**src/rtl/spi_reg_responder_if.sv**
```systemverilog
// SPI pin bundle between the sensor-bus master and the register responder.
interface spi_reg_responder_if;
    logic spi_sck;
    logic spi_mosi;
    logic spi_csn;
    logic spi_miso;

    modport master (output spi_sck, output spi_mosi, output spi_csn, input spi_miso);
    modport slave  (input spi_sck, input spi_mosi, input spi_csn, output spi_miso);
endinterface

```
**src/rtl/spi_reg_responder.sv**
```systemverilog
// SPI mode-3 responder emulating a 64x8 accelerometer register map, oversampled in CLK12M.
// Define SPI_RESP_TRISTATE_EN to float spi_miso outside the data phase.
module spi_reg_responder #(
    parameter logic [7:0] WHO_AM_I_VAL = 8'h33,
    parameter logic [5:0] SAMPLE_BASE  = 6'h28
) (
    input  logic                  CLK12M,
    input  logic                  nrst,
    spi_reg_responder_if.slave    spi,
    input  logic [47:0]           sample_in,
    output logic                  wr_strobe,
    output logic [5:0]            wr_addr,
    output logic [7:0]            wr_data,
    output logic                  busy
);

    typedef enum logic [1:0] {StIdle, StAddr, StData} state_e;

    state_e      state_q, state_d;
    logic [1:0]  sck_sync, mosi_sync, csn_sync;
    logic        sck_prev, csn_prev;
    logic [2:0]  bit_cnt_q, bit_cnt_d;
    logic [7:0]  sh_q, sh_d;
    logic [5:0]  addr_q, addr_d;
    logic        rw_q, rw_d, ms_q, ms_d;
    logic        miso_q, miso_d;
    logic        strobe_q, strobe_d;
    logic [5:0]  wr_addr_q, wr_addr_d;
    logic [7:0]  wr_data_q, wr_data_d;
    logic [7:0]  regs_q [64];
    logic [7:0]  samp_q [6];
    logic        reg_we, snap;
    logic [7:0]  byte_in, rd_data;
    logic [5:0]  samp_off;
    logic        in_samp;
    logic        sck_rise, sck_fall, csn_rise, csn_fall;

    always_ff @(posedge CLK12M or negedge nrst) begin
        if (!nrst) begin
            sck_sync  <= 2'b11;
            mosi_sync <= 2'b00;
            csn_sync  <= 2'b11;
            sck_prev  <= 1'b1;
            csn_prev  <= 1'b1;
        end else begin
            sck_sync  <= {sck_sync[0], spi.spi_sck};
            mosi_sync <= {mosi_sync[0], spi.spi_mosi};
            csn_sync  <= {csn_sync[0], spi.spi_csn};
            sck_prev  <= sck_sync[1];
            csn_prev  <= csn_sync[1];
        end
    end

    assign sck_rise = sck_sync[1] & ~sck_prev;
    assign sck_fall = ~sck_sync[1] & sck_prev;
    assign csn_rise = csn_sync[1] & ~csn_prev;
    assign csn_fall = ~csn_sync[1] & csn_prev;
    assign byte_in  = {sh_q[6:0], mosi_sync[1]};

    // Modulo-64 offset keeps the range test correct for any SAMPLE_BASE.
    assign samp_off = addr_q - SAMPLE_BASE;
    assign in_samp  = (samp_off < 6'd6);

    always_comb begin
        rd_data = regs_q[addr_q];
        if (in_samp) rd_data = samp_q[samp_off[2:0]];
        if (addr_q == 6'h0F) rd_data = WHO_AM_I_VAL;
    end

    always_comb begin
        state_d   = state_q;
        bit_cnt_d = bit_cnt_q;
        sh_d      = sh_q;
        addr_d    = addr_q;
        rw_d      = rw_q;
        ms_d      = ms_q;
        miso_d    = miso_q;
        strobe_d  = 1'b0;
        wr_addr_d = wr_addr_q;
        wr_data_d = wr_data_q;
        reg_we    = 1'b0;
        snap      = 1'b0;
        unique case (state_q)
            StIdle: begin
                miso_d = 1'b0;
                if (csn_fall) begin
                    state_d   = StAddr;
                    bit_cnt_d = 3'd0;
                    snap      = 1'b1;
                end
            end
            StAddr: begin
                miso_d = 1'b0;
                if (csn_rise) begin
                    state_d = StIdle;
                end else if (sck_rise) begin
                    sh_d      = byte_in;
                    bit_cnt_d = bit_cnt_q + 3'd1;
                    if (bit_cnt_q == 3'd7) begin
                        rw_d    = byte_in[7];
                        ms_d    = byte_in[6];
                        addr_d  = byte_in[5:0];
                        state_d = StData;
                    end
                end
            end
            StData: begin
                if (csn_rise) begin
                    state_d = StIdle;
                    miso_d  = 1'b0;
                end else if (rw_q) begin
                    // bit_cnt counts rising edges, so a fall with zero count opens a new byte.
                    if (sck_fall) begin
                        if (bit_cnt_q == 3'd0) begin
                            miso_d = rd_data[7];
                            sh_d   = {rd_data[6:0], 1'b0};
                            if (ms_q) addr_d = addr_q + 6'd1;
                        end else begin
                            miso_d = sh_q[7];
                            sh_d   = {sh_q[6:0], 1'b0};
                        end
                    end
                    if (sck_rise) bit_cnt_d = bit_cnt_q + 3'd1;
                end else if (sck_rise) begin
                    sh_d      = byte_in;
                    bit_cnt_d = bit_cnt_q + 3'd1;
                    if (bit_cnt_q == 3'd7) begin
                        strobe_d  = 1'b1;
                        wr_addr_d = addr_q;
                        wr_data_d = byte_in;
                        reg_we    = (addr_q != 6'h0F) && !in_samp;
                        if (ms_q) addr_d = addr_q + 6'd1;
                    end
                end
            end
            default: state_d = StIdle;
        endcase
    end

    always_ff @(posedge CLK12M or negedge nrst) begin
        if (!nrst) begin
            state_q   <= StIdle;
            bit_cnt_q <= 3'd0;
            sh_q      <= 8'd0;
            addr_q    <= 6'd0;
            rw_q      <= 1'b0;
            ms_q      <= 1'b0;
            miso_q    <= 1'b0;
            strobe_q  <= 1'b0;
            wr_addr_q <= 6'd0;
            wr_data_q <= 8'd0;
        end else begin
            state_q   <= state_d;
            bit_cnt_q <= bit_cnt_d;
            sh_q      <= sh_d;
            addr_q    <= addr_d;
            rw_q      <= rw_d;
            ms_q      <= ms_d;
            miso_q    <= miso_d;
            strobe_q  <= strobe_d;
            wr_addr_q <= wr_addr_d;
            wr_data_q <= wr_data_d;
        end
    end

    always_ff @(posedge CLK12M or negedge nrst) begin
        if (!nrst) begin
            for (int i = 0; i < 64; i++) regs_q[i] <= 8'd0;
            for (int k = 0; k < 6; k++) samp_q[k] <= 8'd0;
        end else begin
            if (reg_we) regs_q[addr_q] <= byte_in;
            if (snap) begin
                for (int k = 0; k < 6; k++) samp_q[k] <= sample_in[8*k +: 8];
            end
        end
    end

    assign wr_strobe = strobe_q;
    assign wr_addr   = wr_addr_q;
    assign wr_data   = wr_data_q;
    assign busy      = (state_q != StIdle);

`ifdef SPI_RESP_TRISTATE_EN
    assign spi.spi_miso = (state_q == StData) ? miso_q : 1'bz;
`else
    assign spi.spi_miso = miso_q;
`endif

endmodule
```
**src/flat_wrapper.sv**
```systemverilog
// flat-port wrapper written by rule: the top's interface ports become plain ports
module spi_reg_responder_flat 
#(
    parameter logic [7:0] WHO_AM_I_VAL = 8'h33,
    parameter logic [5:0] SAMPLE_BASE  = 6'h28
)
  (CLK12M, nrst, sample_in, wr_strobe, wr_addr, wr_data, busy, spi_spi_sck, spi_spi_mosi, spi_spi_csn, spi_spi_miso);
  spi_reg_responder_if spi_i ();
  input  logic CLK12M;
  input  logic nrst;
  input  logic [47:0] sample_in;
  output logic wr_strobe;
  output logic [5:0] wr_addr;
  output logic [7:0] wr_data;
  output logic busy;
  input wire logic [$bits(spi_i.spi_sck)-1:0] spi_spi_sck;
  input wire logic [$bits(spi_i.spi_mosi)-1:0] spi_spi_mosi;
  input wire logic [$bits(spi_i.spi_csn)-1:0] spi_spi_csn;
  output wire logic [$bits(spi_i.spi_miso)-1:0] spi_spi_miso;
  assign spi_i.spi_sck = spi_spi_sck;
  assign spi_i.spi_mosi = spi_spi_mosi;
  assign spi_i.spi_csn = spi_spi_csn;
  assign spi_spi_miso = spi_i.spi_miso;
  spi_reg_responder #(.WHO_AM_I_VAL(WHO_AM_I_VAL), .SAMPLE_BASE(SAMPLE_BASE)) u_core (.CLK12M(CLK12M), .nrst(nrst), .spi(spi_i), .sample_in(sample_in), .wr_strobe(wr_strobe), .wr_addr(wr_addr), .wr_data(wr_data), .busy(busy));
endmodule
```
**config.mk**
```make
export PLATFORM = sky130hd
export DESIGN_NAME = spi_reg_responder_flat
export DESIGN_NICKNAME = d
export VERILOG_FILES = /design/src/rtl/spi_reg_responder_if.sv /design/src/rtl/spi_reg_responder.sv /design/src/flat_wrapper.sv
export SDC_FILE = /design/constraint.sdc
export NUM_CORES = 1
export LEC_CHECK = 0
export CAP_MARGIN = 20
export CORE_MARGIN = 1.5
export CORE_UTILIZATION = 39
export CTS_BUF_LIST = sky130_fd_sc_hd__clkbuf_8
export DETAILED_ROUTE_END_ITERATION = 8
export SLEW_MARGIN = 20
export SYNTH_ARGS = -nofsm -noshare
export SYNTH_HDL_FRONTEND = slang
export SYNTH_SLANG_ARGS = --single-unit
```
**constraint.sdc**
```tcl
create_clock -name CLK12M -period 2.9 [get_ports CLK12M]
set_clock_uncertainty 0.1 [all_clocks]
set_input_delay 0.58 -clock CLK12M [delete_from_list [all_inputs] [get_ports CLK12M]]
set_output_delay 0.58 -clock CLK12M [all_outputs]
set_load 0.005 [all_outputs]
```
==> flow_summary.yaml <==
status:
  outcome: "completed"
worst_setup_path:
  r2r_cells: 9
  critical_path_depth: 9
  termination_of_the_worst_setup_path: "u_core.sh_q[2]"
  critPathKind: "reg -> reg"
  worstReg2RegEnd: "u_core.sh_q[2]"
  worstPathRequired_ns: 3.40
  crit_fanout: 12
  start_point_of_the_critical_path: "u_core.addr_q[0]"
  r2r_slack_ns: 0.007
  cells_along_the_critical_path: "buf_4 > buf_4 > and3b_1 > a221o_1 > o22ai_1 > buf_4 > o22a_1 > nand4_1 > a21o_1"
  cell_family_with_the_largest_share_of_critical_path_delay: "compound AO/OA/AOI/OAI gates"
  critPathBufInv: 3
  worst_path_most_repeated_cell: "sky130_fd_sc_hd__buf_4"
  timing.critical_path.slowest_cell_delay_ns: 0.62
  cp.arrival_ns: 3.39
  cp-start-kind: "flip-flop"
  worstSetupEndpointType: "flip-flop"
  critical_path.reg2reg.startpoint: "u_core.addr_q[0]"
  worst_path_max_delay_cell: "sky130_fd_sc_hd__dfrtp_4"
cts:
  cts_tree: "yes"
  cts_buffers: 104
  clock_sink_count: 605
  htree_levels: 3
  clk_pin_slew_worst_paths_ns: 0.06
  clock_tree.buffer_depth: 3
  clockRootBuffer: "sky130_fd_sc_hd__clkbuf_8"
  insertion_delay_ns: 0.72
pwr:
  power.density_mw_per_mm2: 761
  power_leakage_nw: 16.3
  irDropWorstVdd_mv: 0.512
sta:
  hold_violation_total_from_the_final_report: 0
  period_needed_ns: 2.89
  clock.fmax_mhz: 346
  timing.final.crit_share: 0.998
  timing.final.max_slew_violations: 0
  final-setup-viol-count: 0
  hold_slack_ns: 0.191
  relSlewSlack: 0.382
  tns_ns: 0
  setup_repair_after_global_routing_missed_its_margin: "yes"
  tightestPinTransition_ns: 0.927
synthesis:
  post-synth-top-count-cell: "sky130_fd_sc_hd__mux2_2"
  ys_top_cells_by_count: "sky130_fd_sc_hd__mux2_2 (602), sky130_fd_sc_hd__dfrtp_1 (599), sky130_fd_sc_hd__clkbuf_1 (103)"
  ys_dominant_reg_cell: "sky130_fd_sc_hd__dfrtp_1"
  ys_seq_elements: 605
  largest_area_contributor_in_the_synthesized_netlist: "sky130_fd_sc_hd__dfrtp_1"
  synthDistinctLibCells: 71
  yosysSeqAreaShare: 0.536
  synth.cell_area_mm2: 0.0283
  post_synth_main_area_contributors: "sky130_fd_sc_hd__dfrtp_1 (53%), sky130_fd_sc_hd__mux2_2 (24%), sky130_fd_sc_hd__mux4_2 (3.7%)"
  synthesis.yosys.warnings: 0
  synth.top_cell.area_share: 0.531
  mappedNetlistNets: 2130
  netlist_instances: 2067
  synthesis.area_per_instance_um2: 13.7
  synth_enable_flop_cells: 0
  asyncSetResetFlopFracSynth: 1.00
grt:
  grt.total_usage: 0.243
  globalRoute.totalOverflow: 0
  grt_first_pass_wirelength_mm: 135
  grt_start_max_net_pins: 81
  grt_pass1_vias: 20600
  grt_antenna_before_repair: 2
floorplanning:
  num_rows: 98
  die_h_um: 272
  floorplan.io_pins: 70
  die-area_mm2: 0.0741
  core_area_mm2: 0.0716
  start_util: 0.395
  die-width_um: 272
finish:
  final_nets: 2418
  finish.cell_count_without_fillers: 3386
  multi_input_area_mm2: 0.0126
  ff_latch_area_mm2: 0.0152
  areaGrowthSynthToFinish_pct: 23.7
  final_cell_area_mm2: 0.0350
  utilization: 0.488
  antennaDiodeCount: 0
  fill_cells: 6322
  ratio_of_cells_with_drive_above_1_in_the_final_layout: 0.489
detailed_routing:
  drc: 0
  num_vias: 19600
  drt-total-wl_mm: 89.5
  post_drt_wl_per_cell_um: 26.4
  drtAntennaViolNets: 0
  viasPerCell: 5.80
  firstDrtPassIters: 5
  drt_iter0_markers: 1646
flow_run:
  cap_violations: 0
placement:
  hpwl_mm: 61.3
  buffers_added_on_ports: 69
  placement.cell_area_mm2: 0.0325
  post-place-cells: 3189
  gp_routability_congestion: 0.905
min_path:
  class_of_the_tightest_hold_or_removal_check: "in -> reg"
[registers in the layout (all words and copies together) (netlist names)]
register	count
u_core.csn_sync	2
u_core.sck_sync	2
u_core.mosi_sync	2
u_core.bit_cnt_q	3
u_core.state_q	2
u_core.spi.spi_miso	1
u_core.wr_strobe	1
u_core.ms_q	1
u_core.csn_prev	1
u_core.samp_q	48
u_core.sck_prev	1
u_core.rw_q	1
u_core.addr_q	6
u_core.regs_q	512
u_core.wr_data	8
u_core.sh_q	8
u_core.wr_addr	6
[through the flow]
stage | power, mW | setup slack, ns
finish | 26.6 | 0.00667
global route | 27.5 | -0.0284
CTS | 26.5 | 0.00532
detailed placement | 18.3 | -0.423
global placement | 18.2 | -0.303
floorplan | 13.8 | -0.0182
[worst register-to-register path, stage by stage (launching register included)]
cell and delay (ns):
sky130_fd_sc_hd__dfrtp_4 0.62, sky130_fd_sc_hd__buf_4 0.20, sky130_fd_sc_hd__buf_4 0.14, sky130_fd_sc_hd__and3b_1 0.30, sky130_fd_sc_hd__a221o_1 0.43, sky130_fd_sc_hd__o22ai_1 0.20, sky130_fd_sc_hd__buf_4 0.18, sky130_fd_sc_hd__o22a_1 0.13
sky130_fd_sc_hd__nand4_1 0.23, sky130_fd_sc_hd__a21o_1 0.25
[metal layers]
| metal | wire, µm | global-route usage |
|---|---|---|
| met1 | 39200 | 0.337 |
| met2 | 41600 | 0.381 |
| met3 | 5800 | 0.0486 |
| met4 | 2810 | 0.0816 |
| met5 | 115 | 0.00963 |
[power by group]
part           switching, mW  total [mW]  internal, mW
clock                   3.57        8.03          4.46
combinational           5.75        9.07          3.32
sequential             0.584        9.49          8.91
total                   9.90        26.6          16.7
[layout make-up]
class                           instances  share of cell area
Clock buffer                          140              0.0551
Clock inverter                         47             0.00770
Inverter                               14             0.00161
Multi-Input combinational cell       1295               0.359
Sequential cell                       605               0.434
Tap cell                              950              0.0340
Timing Repair Buffer                  335               0.108
[what timing repair did]
action                                 in CTS  in global routing
gates resized for setup                     6                 23
hold buffers                                1                  0
endpoints found under the hold margin      53                  0
setup buffers                               6                  3
pin swaps                                   1                  4
setup endpoints to repair                  20                198
[cell usage in the layout (no fill, tap or decap), types with 7 or more instances in the layout]
cell                              count
sky130_fd_sc_hd__a211oi_1             8
sky130_fd_sc_hd__a21oi_1             53
sky130_fd_sc_hd__a221o_1             12
sky130_fd_sc_hd__a221oi_1            30
sky130_fd_sc_hd__a22o_1              10
sky130_fd_sc_hd__a22oi_1             35
sky130_fd_sc_hd__buf_12              87
sky130_fd_sc_hd__buf_4              177
sky130_fd_sc_hd__clkbuf_8           140
sky130_fd_sc_hd__clkdlybuf4s50_1     68
sky130_fd_sc_hd__dfrtp_1            588
sky130_fd_sc_hd__dfrtp_2              8
sky130_fd_sc_hd__ha_1                10
sky130_fd_sc_hd__inv_1               43
sky130_fd_sc_hd__mux2_1               8
sky130_fd_sc_hd__mux2_2             602
sky130_fd_sc_hd__mux2i_1             78
sky130_fd_sc_hd__mux4_2              47
sky130_fd_sc_hd__nand2_1             45
sky130_fd_sc_hd__nand2b_1            10
sky130_fd_sc_hd__nand3_1             16
sky130_fd_sc_hd__nor2_1              34
sky130_fd_sc_hd__nor2_2              53
sky130_fd_sc_hd__nor2_4              12
sky130_fd_sc_hd__nor2b_1              8
sky130_fd_sc_hd__nor3_1              16
sky130_fd_sc_hd__nor3b_1              7
sky130_fd_sc_hd__o21ai_0             28
sky130_fd_sc_hd__o221ai_1             9
sky130_fd_sc_hd__o22a_1              10
sky130_fd_sc_hd__o22ai_1             28
[worst min path at each step]
stage / from / to / slack (ns) / cells past startpoint
6_report: spi_spi_sck / u_core.sck_sync[0] / 0.19 / 1
5_1_grt: spi_spi_sck / u_core.sck_sync[0] / 0.17 / 1
4_1_cts: spi_spi_sck / u_core.sck_sync[0] / 0.14 / 1
3_5_place_dp: u_core.mosi_sync[0] / u_core.mosi_sync[1] / 0.24 / 0
3_3_place_gp: u_core.mosi_sync[0] / u_core.mosi_sync[1] / 0.23 / 0
2_1_floorplan: nrst / u_core.addr_q[0] / 0.18 / 0
[kinds of logic after synthesis]
group | count (synthesis) | synth area share
XOR/XNOR | 2 | 0.000620
flip-flops | 605 | 0.536
AO/OA/AOI/OAI | 290 | 0.0740
adder cells (fa/ha/maj) | 10 | 0.00443
multiplexers | 736 | 0.309
AND/OR/NAND/NOR | 257 | 0.0522
buffers and inverters | 167 | 0.0240
No activity file was read; power rests on OpenSTA's default activity.
